==> config.mk <==
export PLATFORM = sky130hd
export DESIGN_NAME = nibbler_control
export DESIGN_NICKNAME = d
export VERILOG_FILES = /design/src/rtl/nibbler_control.sv
export SDC_FILE = /design/constraint.sdc
export NUM_CORES = 1
export LEC_CHECK = 0
export CORE_AREA = 2 2 39 41
export DETAILED_ROUTE_END_ITERATION = 10
export DIE_AREA = 0 0 41 43
export GPL_ROUTABILITY_DRIVEN = 0
export GPL_TIMING_DRIVEN = 1
export HOLD_SLACK_MARGIN = 0.12
export PLACE_DENSITY = 0.72
export SKIP_LAST_GASP = 1
export SYNTH_ARGS = -nofsm -noshare
export SYNTH_HDL_FRONTEND = slang
export SYNTH_SLANG_ARGS = --single-unit
==> constraint.sdc <==
create_clock -name clk -period 2.4 [get_ports clk]
set_input_delay 0.24 -clock clk [delete_from_list [all_inputs] [get_ports clk]]
set_output_delay 0.24 -clock clk [all_outputs]
set_load 0.005 [all_outputs]
==> src/rtl/nibbler_control.sv <==
// nibbler_control: fetch/execute sequencer for the Nibbler 4-bit datapath.
//
// Handshakes instruction fetch with program memory, decodes the 4-bit opcode
// held in the external IR and drives ALU select, B-mux source and all
// accumulator/flag/PC/memory/IO strobes. Holds the architectural C and Z flags.
//
// Ports:
//   clk, rst_n        clock (rising edge), asynchronous active-low reset
//   i_opcode[3:0]     IR[7:4], valid from the cycle after o_ir_load
//   i_imem_ack        program memory byte available
//   i_dmem_ack        data RAM access complete
//   i_alu_c, i_alu_z  ALU carry/borrow and zero
//   i_step            single-step request (only with NIBBLER_SSTEP_EN)
//   o_imem_req        fetch request
//   o_ir_load         IR capture strobe
//   o_alu_sel[2:0]    ALU function select
//   o_b_src[1:0]      ALU B source: 0=immediate, 1=data RAM, 2=input port
//   o_acc_we          accumulator write
//   o_flags_we        C/Z update strobe (exported for debug)
//   o_dmem_req        data RAM request; o_dmem_we marks it as a write
//   o_out_we          output port latch strobe
//   o_pc_inc          PC+1
//   o_pc_load         PC <= jump target
//   o_c_flag, o_z_flag registered carry and zero flags
//
// Build option: define NIBBLER_SSTEP_EN to add the i_step port and a STOP
// state entered after every completed instruction (and after reset).

module nibbler_control #(
  parameter logic [2:0] ALU_PASS_A = 3'd0,
  parameter logic [2:0] ALU_SUB    = 3'd1,
  parameter logic [2:0] ALU_PASS_B = 3'd2,
  parameter logic [2:0] ALU_ADD    = 3'd3,
  parameter logic [2:0] ALU_NAND   = 3'd4
) (
  input  logic       clk,
  input  logic       rst_n,
  input  logic [3:0] i_opcode,
  input  logic       i_imem_ack,
  input  logic       i_dmem_ack,
  input  logic       i_alu_c,
  input  logic       i_alu_z,
`ifdef NIBBLER_SSTEP_EN
  input  logic       i_step,
`endif
  output logic       o_imem_req,
  output logic       o_ir_load,
  output logic [2:0] o_alu_sel,
  output logic [1:0] o_b_src,
  output logic       o_acc_we,
  output logic       o_flags_we,
  output logic       o_dmem_req,
  output logic       o_dmem_we,
  output logic       o_out_we,
  output logic       o_pc_inc,
  output logic       o_pc_load,
  output logic       o_c_flag,
  output logic       o_z_flag
);

`ifdef NIBBLER_SSTEP_EN
  typedef enum logic [1:0] {StBoot, StFetch, StExec, StStop} state_e;
`else
  typedef enum logic [1:0] {StBoot, StFetch, StExec} state_e;
`endif

  state_e r_state;
  logic   r_c_flag;
  logic   r_z_flag;
  logic   w_mem_op;
  logic   w_exec_done;
  logic   w_take;

  // Opcodes that touch data RAM: CMPM, ADDM, LD, ST, NANDM.
  always_comb begin
    unique case (i_opcode)
      4'd6, 4'd11, 4'd12, 4'd13, 4'd15: w_mem_op = 1'b1;
      default:                          w_mem_op = 1'b0;
    endcase
  end

  // Jump condition from the registered flags only.
  always_comb begin
    unique case (i_opcode)
      4'd0:    w_take = r_c_flag;
      4'd1:    w_take = ~r_c_flag;
      4'd2:    w_take = r_z_flag;
      4'd3:    w_take = ~r_z_flag;
      4'd4:    w_take = 1'b1;
      default: w_take = 1'b0;
    endcase
  end

  assign w_exec_done = ~w_mem_op | i_dmem_ack;

`ifdef NIBBLER_SSTEP_EN
  logic r_step;
  logic w_step_rise;
  assign w_step_rise = i_step & ~r_step;

  always_ff @(posedge clk or negedge rst_n) begin
    if (!rst_n) r_step <= 1'b0;
    else        r_step <= i_step;
  end
`endif

  always_ff @(posedge clk or negedge rst_n) begin
    if (!rst_n) begin
      r_state  <= StBoot;
      r_c_flag <= 1'b0;
      r_z_flag <= 1'b0;
    end else begin
      if (o_flags_we) begin
        r_c_flag <= i_alu_c;
        r_z_flag <= i_alu_z;
      end
      unique case (r_state)
`ifdef NIBBLER_SSTEP_EN
        StBoot:  r_state <= StStop;
        StExec:  if (w_exec_done) r_state <= StStop;
        StStop:  if (w_step_rise) r_state <= StFetch;
`else
        StBoot:  r_state <= StFetch;
        StExec:  if (w_exec_done) r_state <= StFetch;
`endif
        StFetch: if (i_imem_ack) r_state <= StExec;
        default: r_state <= StBoot;
      endcase
    end
  end

  always_comb begin
    o_imem_req = 1'b0;
    o_ir_load  = 1'b0;
    o_alu_sel  = ALU_PASS_A;
    o_b_src    = 2'd0;
    o_acc_we   = 1'b0;
    o_flags_we = 1'b0;
    o_dmem_req = 1'b0;
    o_dmem_we  = 1'b0;
    o_out_we   = 1'b0;
    o_pc_inc   = 1'b0;
    o_pc_load  = 1'b0;
    if (r_state == StFetch) begin
      o_imem_req = 1'b1;
      o_ir_load  = i_imem_ack;
      o_pc_inc   = i_imem_ack;
    end else if (r_state == StExec) begin
      o_dmem_req = w_mem_op;
      unique case (i_opcode)
        4'd0, 4'd1, 4'd2, 4'd3, 4'd4: begin
          o_pc_load = w_take;
          o_pc_inc  = ~w_take;
        end
        4'd5: begin
          o_alu_sel  = ALU_SUB;
          o_flags_we = 1'b1;
        end
        4'd6: begin
          o_alu_sel  = ALU_SUB;
          o_b_src    = 2'd1;
          o_flags_we = i_dmem_ack;
        end
        4'd7: begin
          o_alu_sel = ALU_PASS_B;
          o_acc_we  = 1'b1;
        end
        4'd8: begin
          o_alu_sel = ALU_PASS_B;
          o_b_src   = 2'd2;
          o_acc_we  = 1'b1;
        end
        4'd9: o_out_we = 1'b1;
        4'd10: begin
          o_alu_sel  = ALU_ADD;
          o_acc_we   = 1'b1;
          o_flags_we = 1'b1;
        end
        4'd11: begin
          o_alu_sel  = ALU_ADD;
          o_b_src    = 2'd1;
          o_acc_we   = i_dmem_ack;
          o_flags_we = i_dmem_ack;
        end
        4'd12: begin
          o_alu_sel = ALU_PASS_B;
          o_b_src   = 2'd1;
          o_acc_we  = i_dmem_ack;
        end
        4'd13: o_dmem_we = i_dmem_ack;
        4'd14: begin
          o_alu_sel  = ALU_NAND;
          o_acc_we   = 1'b1;
          o_flags_we = 1'b1;
        end
        default: begin
          o_alu_sel  = ALU_NAND;
          o_b_src    = 2'd1;
          o_acc_we   = i_dmem_ack;
          o_flags_we = i_dmem_ack;
        end
      endcase
    end
  end

  assign o_c_flag = r_c_flag;
  assign o_z_flag = r_z_flag;

endmodule

==> metrics <==
outcome=finished, final reports clean; clk slew on worst S/H paths=approximately 0.030 ns; Rel. slew slack=a little over 60%; total leakage power=between 0.3 and 0.4 nW; post-route ant nets=0; Crit path top cell by count=clkdlybuf4s50_1; Routed WL=1.34 mm; PwrDens=494 mW/mm2; sequential area share after synthesis=22.4%; count of input and output buffers=25; worst slack, placed=-0.0122 ns; Critical Path Source Type=primary input; Skew-Pair Late Insertion Delay=0.23 ns; Final HPWL DP=1.01 mm; asr flop ratio synth=100%; Post-Synth Adder-Cell Area=0%; Top delay family on crit path=buffers and inverters; crit-path max cell delay=between 0.5 and 0.6 ns; Yosys top cell by area=dfrtp_1; final core utilization=between 50% and 60%; share of cells above drive strength 1=around a quarter; unrepaired setup endpoints after global routing=yes; root buffer cell=clkbuf_4; CTS tree=yes; Sink Count=4; top-area cell type share of the netlist area=22.4%; yosys warns=0; total gr overflow=0; Sum Neg Setup Slack=0 ns; multiplexer share of the synthesized area=6.72%; die area=between 0.0015 and 0.002 mm2; number of global-route vias before repair=534; I/O pins=26; Die Ht=between 40 and 50 um; Crit Path Class=in2out; Synth cell types=29; pins over their slew limit=0; Initial Utilization=32.3%; Cell Chain, Critical Path=clkdlybuf4s50_1 > clkinv_1 > or4_4 > a31o_2 > inv_1 > clkdlybuf4s50_1; diodes inserted=0; top cells by area, synth=dfrtp_1, a21oi_1, o21ai_0; cell area after layout=between 800 and 900 um2; first-pass GRT wire length=2.22 mm; CP required=2.16 ns; largest net degree at the start of global routing=15; post-synthesis compound-gate area fraction=28.0%; endpoints failing setup=0; CTS H-tree lvls=1; Fin. Hold Viols=0; placed insts=110; Iteration-0 DRC Markers=7; Multi-input gate area=334 um2; Vias per Instance=5.13; Bufs and invs on worst path=4; width of the die=about 41 um; # DRC=0; Vias=580; Pre-antenna DRT Iters=3; critical path capture point type=primary output; largest family of logic cells by synthesized area=simple AND/OR/NAND/NOR gates; Max Cap Viol=0; # Post-CTS Setup Buffers=0; count of nets after finishing=109; #FFs+latches synth=4; Total GRT Usage=18.0%; critical path arrival=2.10 ns; sequential cell area=100 um2; Rows=14; Crit Path Max Fanout=2; CTS Buffer Depth=2; fin cells=113; r2r setup slk=0.74 ns; Syn Inst Count=63; total CTS buffers=3; Net Count, Synth=73; placed inst area=around 770 um2; Hold/Removal Path Class=in2async; XOR/XNOR Fraction of Synth Area=under 10%; highest-delay cell along the critical path=or4_4; Clock Skew=0.000858 ns; initial antenna violation count=0; worst setup margin=0.0598 ns; hold buffer count at cts=0; fin crit share=a little over nine tenths; Peak Freq=427 MHz; synthesized area per cell=roughly 7.1 um2; Worst-Margin Slew=just under 0.6 ns; Main synth FF type=dfrtp_1; Post-Synth Simple-Gate Area=32.8%; fillcell total=140; Post-Synthesis Cell Area=447 um2; Core ar.=0.00138 mm2; WL/cell=about 12 um; Post-synth EDFFs=0; Tmin final=2.34 ns; Layout area overhead=84.9%; VDD IR max=0.000315 V
-- area by class of cell --
class / instances / share of cell area [%]
Multi-Input combinational cell: 50 / 40.5
Timing Repair Buffer: 35 / 40.0
Sequential cell: 4 / 12.1
Clock buffer: 3 / 2.73
Tap cell: 16 / 2.42
Inverter: 5 / 2.27
-- cell usage in the layout (no fill, tap or decap), types with 3 or more instances in the layout --
cell             synthesis  final
a21oi_1                  7      7
nor3_1                   4      4
clkdlybuf4s50_1          0     23
o21ai_0                  6      5
nor2_1                   5      5
buf_4                    0     10
clkbuf_4                 0      3
nand2_1                  6      6
dfrtp_1                  4      4
-- logic make-up (layout without fill, tap and decap cells) --
| family | Yosys count | count (layout) |
|---|---|---|
| AND/OR/NAND/NOR | 27 | 27 |
| buffers and inverters | 9 | 43 |
| AO/OA/AOI/OAI | 20 | 20 |
| flip-flops | 4 | 4 |
| XOR/XNOR | 1 | 1 |
| multiplexers | 2 | 2 |
-- metal layers --
metal | vias to the layer above | wire length [um] | global-route usage (%)
met5 | - | 0 | 0
met4 | 0 | 0 | 8.00
met3 | 0 | 65 | 3.14
met2 | 17 | 681 | 26.9
met1 | 265 | 593 | 24.4
li1 | 298 | - | -
-- timing repair --
| action | in CTS | in global routing |
|---|---|---|
| resized for setup | 1 | 7 |
| cloned | 0 | 0 |
| endpoints found under the setup margin | 1 | 6 |
-- synth_stat cells (all sizes together) (2+ instances only) --
library cell and count:
a21oi 7, nand2 6, o21ai 6, nor2 5
dfrtp 4, inv 4, nor3 4, buf 3
nor3b 3, mux2 2, nand3 2, o22a 2
-- report_power, final --
| group | total (mW) | switching, mW | internal [mW] | leakage (nW) |
|---|---|---|---|---|
| Clock | 0.0808 | 0.0250 | 0.0557 | 0.0138 |
| Sequential | 0.114 | 0.0224 | 0.0918 | 0.0481 |
| Combinational | 0.213 | 0.0815 | 0.131 | 0.285 |
-- metrics by stage --
step	hold WS (ns)	total power, mW
after floorplan	-0.0556	0.205
final	0.210	0.408
after global routing	0.213	0.440
after CTS	0.204	0.407
after detailed placement	0.457	0.316
after global placement	0.453	0.315
-- path summary, 6_finish.rpt --
check	from	to	cells past startpoint
min in group clk	o_z_flag$_DFFE_PN0P_	o_z_flag$_DFFE_PN0P_	1
hold reg to reg	o_z_flag$_DFFE_PN0P_	o_z_flag$_DFFE_PN0P_	1
max in group asynchronous	rst_n	o_z_flag$_DFFE_PN0P_	1
setup reg to reg	r_state[0]$_DFFE_PN0P_	o_z_flag$_DFFE_PN0P_	4
setup / recovery	i_opcode[0]	o_flags_we	6
hold / removal	rst_n	r_state[1]$_DFFE_PN0P_	1
-- flip-flops by register name, indices dropped and copies added (netlist names) --
signal,count
r_state,2
o_c_flag,1
o_z_flag,1
Power figures use the tool's default switching activity.
